===== config.mk =====
export PLATFORM = sky130hd
export DESIGN_NAME = bagging_seq_ctrl
export DESIGN_NICKNAME = d
export VERILOG_FILES = /design/src/rtl/bagging_seq_ctrl.sv
export SDC_FILE = /design/constraint.sdc
export NUM_CORES = 1
export LEC_CHECK = 0
export ABC_CLOCK_PERIOD_IN_PS = 6100
export BUFFER_PORTS_ARGS = -buffer_cell sky130_fd_sc_hd__buf_2
export CORE_ASPECT_RATIO = 1.4
export CORE_UTILIZATION = 57
export DETAILED_ROUTE_END_ITERATION = 6
export PLACE_DENSITY = 0.83
export SYNTH_ARGS = -nofsm -noshare
export SYNTH_HDL_FRONTEND = slang
export SYNTH_SLANG_ARGS = --single-unit
export TNS_END_PERCENT = 5

===== constraint.sdc =====
create_clock -name clk -period 6.1 [get_ports clk]
set_input_delay 0.305 -clock clk [delete_from_list [all_inputs] [get_ports clk]]
set_output_delay 0.305 -clock clk [all_outputs]
set_load 0.02 [all_outputs]

===== src/rtl/bagging_seq_ctrl.sv =====
// Bagging-ensemble sequencer: streams weights into three learner memories, sweeps them for inference,
// returns the vote over valid/ack. All outputs registered (1-cycle latency); w_ready stalls the loader, HOLD waits on result_ack.
module bagging_seq_ctrl #(
    parameter int N_WEIGHTS = 32,
    parameter int AW        = 5,
    parameter int WW        = 9,
    parameter int TIMEOUT   = 255
) (
    input  logic          clk,
    input  logic          rst,
    input  logic          load_start,
    input  logic          run_start,
    input  logic          w_valid,
    input  logic [WW-1:0] w_data,
    output logic          w_ready,
    output logic [2:0]    mem_write,
    output logic [2:0]    mem_read,
    output logic [AW-1:0] mem_addr,
    output logic [WW-1:0] mem_wdata,
    output logic          learner_en,
    input  logic          ens_ready,
    input  logic [1:0]    ens_vote,
    output logic [1:0]    result,
    output logic          result_valid,
    input  logic          result_ack,
    output logic          loaded,
    output logic          load_done,
    output logic          busy,
    output logic          err_timeout
);

    typedef enum logic [2:0] {IDLE, LOAD, RUN, WAIT_RDY, HOLD} state_t;

    localparam logic [AW-1:0] ADDR_LAST = AW'(N_WEIGHTS - 1);
    localparam logic [7:0]    CNT_LAST  = 8'(TIMEOUT - 1);

    state_t        state_q, state_d;
    logic [AW-1:0] addr_q, addr_d;
    logic [1:0]    lidx_q, lidx_d;
    logic [7:0]    cnt_q, cnt_d;

    logic          w_ready_q, w_ready_d;
    logic [2:0]    mem_write_q, mem_write_d;
    logic [2:0]    mem_read_q, mem_read_d;
    logic [AW-1:0] mem_addr_q, mem_addr_d;
    logic [WW-1:0] mem_wdata_q, mem_wdata_d;
    logic          learner_en_q, learner_en_d;
    logic [1:0]    result_q, result_d;
    logic          result_valid_q, result_valid_d;
    logic          loaded_q, loaded_d;
    logic          load_done_q, load_done_d;
    logic          busy_q, busy_d;
    logic          err_timeout_q, err_timeout_d;
    logic          beat_acc;

    always_ff @(posedge clk or negedge rst) begin
        if (!rst) begin
            state_q        <= IDLE;
            addr_q         <= '0;
            lidx_q         <= '0;
            cnt_q          <= '0;
            w_ready_q      <= 1'b0;
            mem_write_q    <= '0;
            mem_read_q     <= '0;
            mem_addr_q     <= '0;
            mem_wdata_q    <= '0;
            learner_en_q   <= 1'b0;
            result_q       <= '0;
            result_valid_q <= 1'b0;
            loaded_q       <= 1'b0;
            load_done_q    <= 1'b0;
            busy_q         <= 1'b0;
            err_timeout_q  <= 1'b0;
        end else begin
            state_q        <= state_d;
            addr_q         <= addr_d;
            lidx_q         <= lidx_d;
            cnt_q          <= cnt_d;
            w_ready_q      <= w_ready_d;
            mem_write_q    <= mem_write_d;
            mem_read_q     <= mem_read_d;
            mem_addr_q     <= mem_addr_d;
            mem_wdata_q    <= mem_wdata_d;
            learner_en_q   <= learner_en_d;
            result_q       <= result_d;
            result_valid_q <= result_valid_d;
            loaded_q       <= loaded_d;
            load_done_q    <= load_done_d;
            busy_q         <= busy_d;
            err_timeout_q  <= err_timeout_d;
        end
    end

    always_comb begin
        state_d        = state_q;
        addr_d         = addr_q;
        lidx_d         = lidx_q;
        cnt_d          = cnt_q;
        w_ready_d      = w_ready_q;
        mem_write_d    = 3'b000;
        mem_read_d     = mem_read_q;
        mem_addr_d     = mem_addr_q;
        mem_wdata_d    = mem_wdata_q;
        learner_en_d   = learner_en_q;
        result_d       = result_q;
        result_valid_d = result_valid_q;
        loaded_d       = loaded_q;
        load_done_d    = 1'b0;
        err_timeout_d  = err_timeout_q;
        beat_acc       = w_valid && w_ready_q;

        unique case (state_q)
            IDLE: begin
                if (load_start) begin
                    state_d   = LOAD;
                    lidx_d    = 2'd0;
                    addr_d    = '0;
                    w_ready_d = 1'b1;
                end else if (run_start && loaded_q) begin
                    state_d       = RUN;
                    addr_d        = '0;
                    mem_addr_d    = '0;
                    mem_read_d    = 3'b111;
                    learner_en_d  = 1'b1;
                    err_timeout_d = 1'b0;
                end
            end
            LOAD: begin
                // The write for an accepted beat appears on the memory port the following cycle.
                if (beat_acc) begin
                    mem_write_d = 3'b001 << lidx_q;
                    mem_addr_d  = addr_q;
                    mem_wdata_d = w_data;
                    if (addr_q == ADDR_LAST) begin
                        addr_d = '0;
                        if (lidx_q == 2'd2) begin
                            lidx_d      = 2'd0;
                            state_d     = IDLE;
                            w_ready_d   = 1'b0;
                            loaded_d    = 1'b1;
                            load_done_d = 1'b1;
                        end else begin
                            lidx_d = lidx_q + 2'd1;
                        end
                    end else begin
                        addr_d = addr_q + AW'(1);
                    end
                end
            end
            RUN: begin
                if (addr_q == ADDR_LAST) begin
                    state_d      = WAIT_RDY;
                    addr_d       = '0;
                    cnt_d        = 8'd0;
                    mem_read_d   = 3'b000;
                    learner_en_d = 1'b0;
                end else begin
                    addr_d     = addr_q + AW'(1);
                    mem_addr_d = addr_q + AW'(1);
                end
            end
            WAIT_RDY: begin
                // A ready arriving on the final counted cycle still beats the timeout.
                if (ens_ready) begin
                    result_d       = ens_vote;
                    result_valid_d = 1'b1;
                    state_d        = HOLD;
                    cnt_d          = 8'd0;
                end else if (cnt_q == CNT_LAST) begin
                    err_timeout_d = 1'b1;
                    state_d       = IDLE;
                    cnt_d         = 8'd0;
                end else begin
                    cnt_d = cnt_q + 8'd1;
                end
            end
            HOLD: begin
                if (result_ack) begin
                    result_valid_d = 1'b0;
                    state_d        = IDLE;
                end
            end
            default: state_d = IDLE;
        endcase

        busy_d = (state_d != IDLE);
    end

    assign w_ready      = w_ready_q;
    assign mem_write    = mem_write_q;
    assign mem_read     = mem_read_q;
    assign mem_addr     = mem_addr_q;
    assign mem_wdata    = mem_wdata_q;
    assign learner_en   = learner_en_q;
    assign result       = result_q;
    assign result_valid = result_valid_q;
    assign loaded       = loaded_q;
    assign load_done    = load_done_q;
    assign busy         = busy_q;
    assign err_timeout  = err_timeout_q;

endmodule


# ---- Word-level counts from Yosys, hierarchy flattened
# Cells that the tools add are included.
dict set report word_totals {
  register_bits 47
  input_bits 18
  out_inout_bits 29
  word_cells 116
}
dict set report classes {
  add_sub_neg 3
  eq_ne 20
  shift 1
  mux 55
  reduce_logical 21
}
# op n
set op_table {}
lappend op_table {{two-way mux 3 bit} 14}
lappend op_table {{two-way mux 5 bit} 7}
lappend op_table {{case mux 5 bit (3 select lines)} 2}
lappend op_table {{two-way mux 8 bit} 3}
lappend op_table {{!= test 2 bit (second input constant)} 12}
lappend op_table {{two-way mux 1 bit} 17}
lappend op_table {{case mux 8 bit (2 select lines)} 1}
lappend op_table {{case mux 3 bit (5 select lines)} 1}
lappend op_table {{AND reduction 5 bit} 3}
lappend op_table {{AND reduction 4 bit} 3}
lappend op_table {{nonzero test 2 bit} 5}
lappend op_table {{adder 8 x 1 -> 8 bit (second input constant)} 1}
lappend op_table {{equality test 8 bit (second input constant)} 1}
lappend op_table {{two-way mux 2 bit} 4}
lappend op_table {{case mux 1 bit (2 select lines)} 4}
lappend op_table {{equality test 3 x 2 -> 1 bit (second input constant)} 2}
lappend op_table {{case mux 3 bit (2 select lines)} 1}
lappend op_table {{AND reduction 2 bit} 3}
lappend op_table {{AND reduction 3 bit} 2}
lappend op_table {{nonzero test 3 bit} 2}
lappend op_table {{adder 5 x 1 -> 5 bit (second input constant)} 1}
lappend op_table {{equality test 5 bit (second input constant)} 1}
lappend op_table {{case mux 2 bit (2 select lines)} 1}
lappend op_table {{equality test 3 x 1 -> 1 bit (second input constant)} 1}
lappend op_table {{7 further kinds} 8}

# ---- Logic depth before layout (Yosys ltp)
dict set report logic_depth {
  ltp_word 6
  depth_mapped 7
  depth_no_buf 7
}

# ---- Worst setup path before layout
# Ideal clock, no wire load.
dict set report synth_path {
  kind {flip-flop to flip-flop}
  from {reg addr_q[0]}
  to {reg mem_addr_q[0] (netlist: mem_addr[0])}
  setup_time_ps 125
  t_arrival_ps 1991
  required_time_ps 5975
  path_slack_ps 3984
  stages_incl_launch_ff 8
  synth_period_minus_slack_ps 2116
  path_cell_list {dfrtp_1 ha_1 and3_1 ha_1 nor2_1 nand2_1 a31oi_2 mux2_2}
}
dict set report synth_via {
  elab_chain_len 3
}
# element line_no
set synth_rtl {}
lappend synth_rtl {{start, declared} 38} ;# logic [AW-1:0] addr_q, addr_d;
lappend synth_rtl {{start signal, assigned} 76} ;# addr_q <= addr_d;
lappend synth_rtl {{adder 5 x 1 -> 5 bit / equality test 5 bit (equally long branches)} {159, 151}}
lappend synth_rtl {{two-way mux 5 bit / != test 2 bit (equally long branches)} n/a}
lappend synth_rtl {{case mux 5 bit (3 select lines) / AND reduction 5 bit (equally long branches)} n/a}
lappend synth_rtl {{end signal, assigned} 82} ;# mem_addr_q <= mem_addr_d;
lappend synth_rtl {{end, declared} 45} ;# logic [AW-1:0] mem_addr_q, mem_addr_d;
# Parallel ways exist; a longest one is shown, timed or not. The select of a mux whose other input is x is not followed.
# A chain may end at the register's enable or synchronous reset.

# ---- Worst setup path after layout
dict set report layout_path {
  from {reg addr_q[0]}
  to {reg mem_addr_q[1] (netlist: mem_addr[1])}
}
# The elaborated chain is that of the path after synthesis.

==> results.md <==
- Final Util: around two thirds
- Register area share after synthesis: 50.3%
- Reg clk slew, reported paths: approximately 0.07 ns
- Synth-to-Final Area Change: 13.4%
- GRT Total Usage: between 20% and 30%
- Final Hold Fails: 0
- Ports: 47
- Sequential fraction of design power: 50.4%
- Clock Skew: 0.00304 ns
- Leakage: 0.00119 uW
- Critical Path AT: 2.55 ns
- FP Rows: 26
- Detail Placement HPWL: 2970 um
- Area of the mapped netlist: 2190 um^2
- Setup Total Neg Slack: 0 ns
- Avg Synthesized Cell Area: 11.2 um^2
- Combinational family with the most area after synthesis: simple AND/OR/NAND/NOR gates
- Die ar.: 4090 um^2
- Number of synthesized flops with an enable pin: 0
- Power per Cell Area: 315 nW/um^2
- Register bit total from synthesis: 44
- CTS tree: yes
- Syn nets: 219
- Hold Buf Count CTS: 0
- Most frequent cells in the layout: 46 x buf_2, 44 x dfrtp_1, 18 x nand2_1, 18 x mux2_2
- Worst setup EP type: flop
- Compound-Gate Fraction of Synth Area: 13.8%
- Total number of vias: 1660
- Dominant synthesized flop cell: dfrtp_1
- Switching Fraction: 33.1%
- First-pass iteration count of the detailed router: 4
- Clk_lat worst skew: 0.29 ns
- XOR/XNOR Fraction of Synth Area: 0.400%
- IO buf count: 46
- Residual DRC: 0
- Hold/Removal Path Class: input pin to asynchronous set/reset pin
- Post-synthesis mux area share: 10.3%
- Status: finished clean
- Area share of the largest cell type after synthesis: approximately half
- Fillers: 287
- Synth Area in Adders: 2.86%
- Routability Congestion: 0.858
- Die height: between 70 and 80 um
- Yosys top cell by area: dfrtp_1
- Critical path fanouts, max: 7
- Commonest non-fill, non-tap cell in the layout: buf_2
- CTS max path bufs: 2
- Final WL: 4090 um
- CTS Buf Count: 5
- RSZ-0062 raised after global routing: false
- Fin crit period: roughly 2.4 ns
- Post-layout nets: 262
- Yosys warning total: 0
- Drt via density: just under 6
- Psw: 259 uW
- Initial antenna violation count: 0
- Post-route cell area: 2480 um^2
- Post-CTS Setup Bufs: 0
- Max-slew headroom: 37.1%
- Worst Max-Slew Pin Slew: 0.943 ns
- Layout cells sized above 1: 32.2%
- Unique cell type count in the Yosys netlist: 50
- Drt wl/cell: 14.5 um
- Initial core utilization: 60.0%
- Syn Inst Count: 196
- Die width: between 50 and 60 um
- Clock power frac: 21.4%
- 1st-iter DRT viols: 27
- Fin. max-slew vios: 0
- Top post-synthesis cells by area: dfrtp_1 50%, mux2_2 9.3%, nand2_1 3.1%
- First-pass GRT wire length: about 6700 um
- F_max: 423 MHz
- Synth async-reset ratio: between 90% and 100%
- Pint: 523 uW
- Number of global-route vias before repair: 1565
- Core area: 3640 um^2
- Startpoint Class: flop
- Antenna Cells: 0
- Pin count of the biggest net entering global routing: 45
- Synth Area in Simple Gates: approximately a fifth
- Cts repair resizes: 0
- GR Overflow Total: 0
- Combinational Power Share: 28.2%
- Max Cap Viol: 0
- Clock sinks: 44
- FF/Latch Area: 1100 um^2
- Worst vdd ir: about 0.00028 V
- WP data required: 6.28 ns
- CTS H-tree lvls: 2
- Critical path class: flop to flop
- Setup Viol. Count Final: 0
- Tcrit/Tclk final: 38.8%
- Total power: 782 uW
- Antenna Nets Post-Route: 0
- Area after DPL: 2400 um^2
- Area of the multi-input gates: 1010 um^2
- Clock root buffer: clkbuf_8
## worst max-delay path, cell delays in order (launching register included)
cell and delay [ns]:
dfrtp_1 0.44, ha_1 0.27, and3_1 0.22, ha_1 0.28, nor2_1 0.20, nand2_1 0.09
a31oi_2 0.38, mux2_2 0.38
## registers in the layout, indices dropped and copies added (netlist names)
register and flops:
mem_wdata 9, cnt_q 8, mem_write 3, mem_read 1, busy 1, w_ready 1
addr_q 5, result 2, result_valid 1, state_q 3, mem_addr 5, lidx_q 2
err_timeout 1, loaded 1, load_done 1
## stage by stage
stage	cells	hold slack, ns	setup slack [ns]
after global routing	281	0.238	3.57
final	281	0.154	3.74
after global placement	274	0.477	3.84
after detailed placement	274	0.484	3.77
after CTS	281	0.186	3.75
after floorplan	196	0.00941	3.98
## power by group through the flow
stage	sequential [uW]	combinational, uW	clock [uW]
after global routing	405	243	183
after detailed placement	398	222	0
final	395	220	167
after floorplan	438	109	0
after global placement	397	217	0
after CTS	394	222	172
## layer usage
metal	track usage, %	vias up	wire, um
met5	0	-	0
met4	10.5	0	80
met3	5.39	7	171
met2	39.0	38	2130
met1	26.1	804	1710
li1	-	811	-
## final timing paths
| path | start | end | slack, ns | cells past startpoint |
|---|---|---|---|---|
| worst max-delay path | addr_q[0]$_DFFE_PN0P_ | mem_addr[1]$_DFFE_PN0P_ | 3.74 | 7 |
| worst min-delay path | rst | result_valid$_DFFE_PN0P_ | 0.15 | 1 |
| worst max register to register | addr_q[0]$_DFFE_PN0P_ | mem_addr[1]$_DFFE_PN0P_ | 3.74 | 7 |
| worst min register to register | result[0]$_DFFE_PN0P_ | result[0]$_DFFE_PN0P_ | 0.50 | 1 |
| max in group asynchronous | rst | mem_addr[2]$_DFFE_PN0P_ | 5.36 | 1 |
| min in group clk | w_data[4] | mem_wdata[4]$_DFFE_PN0P_ | 0.24 | 2 |
## cell type report
class	count	area share, %
sequential	44	44.4
multi-input combinational	139	40.6
timing repair buffer	46	9.28
clock buffer	6	2.93
tap	42	2.12
inverter	3	0.454
clock inverter	1	0.202
## kinds of logic after synthesis
group | count (synthesis)
xor+xnor | 1
compound gates | 45
simple gates | 68
buf+inv | 13
flops | 44
mux | 20
fa+ha+maj | 5
## Yosys cell counts (2+ instances only)
master	n
mux2_2	18
dfrtp_1	44
a22o_1	2
nor2_1	7
and3b_1	2
or3b_1	2
nand3_1	6
ha_1	5
buf_4	3
nand2b_1	5
a21oi_1	9
inv_1	3
nor4_1	5
nand2_1	18
buf_6	2
nor3_1	6
and3_1	4
a211oi_1	2
o21ai_0	9
a31oi_1	7
o21ai_1	3
mux2_1	2
nor3b_1	2
o21a_1	2
buf_2	3
Power figures use the tool's default switching activity.
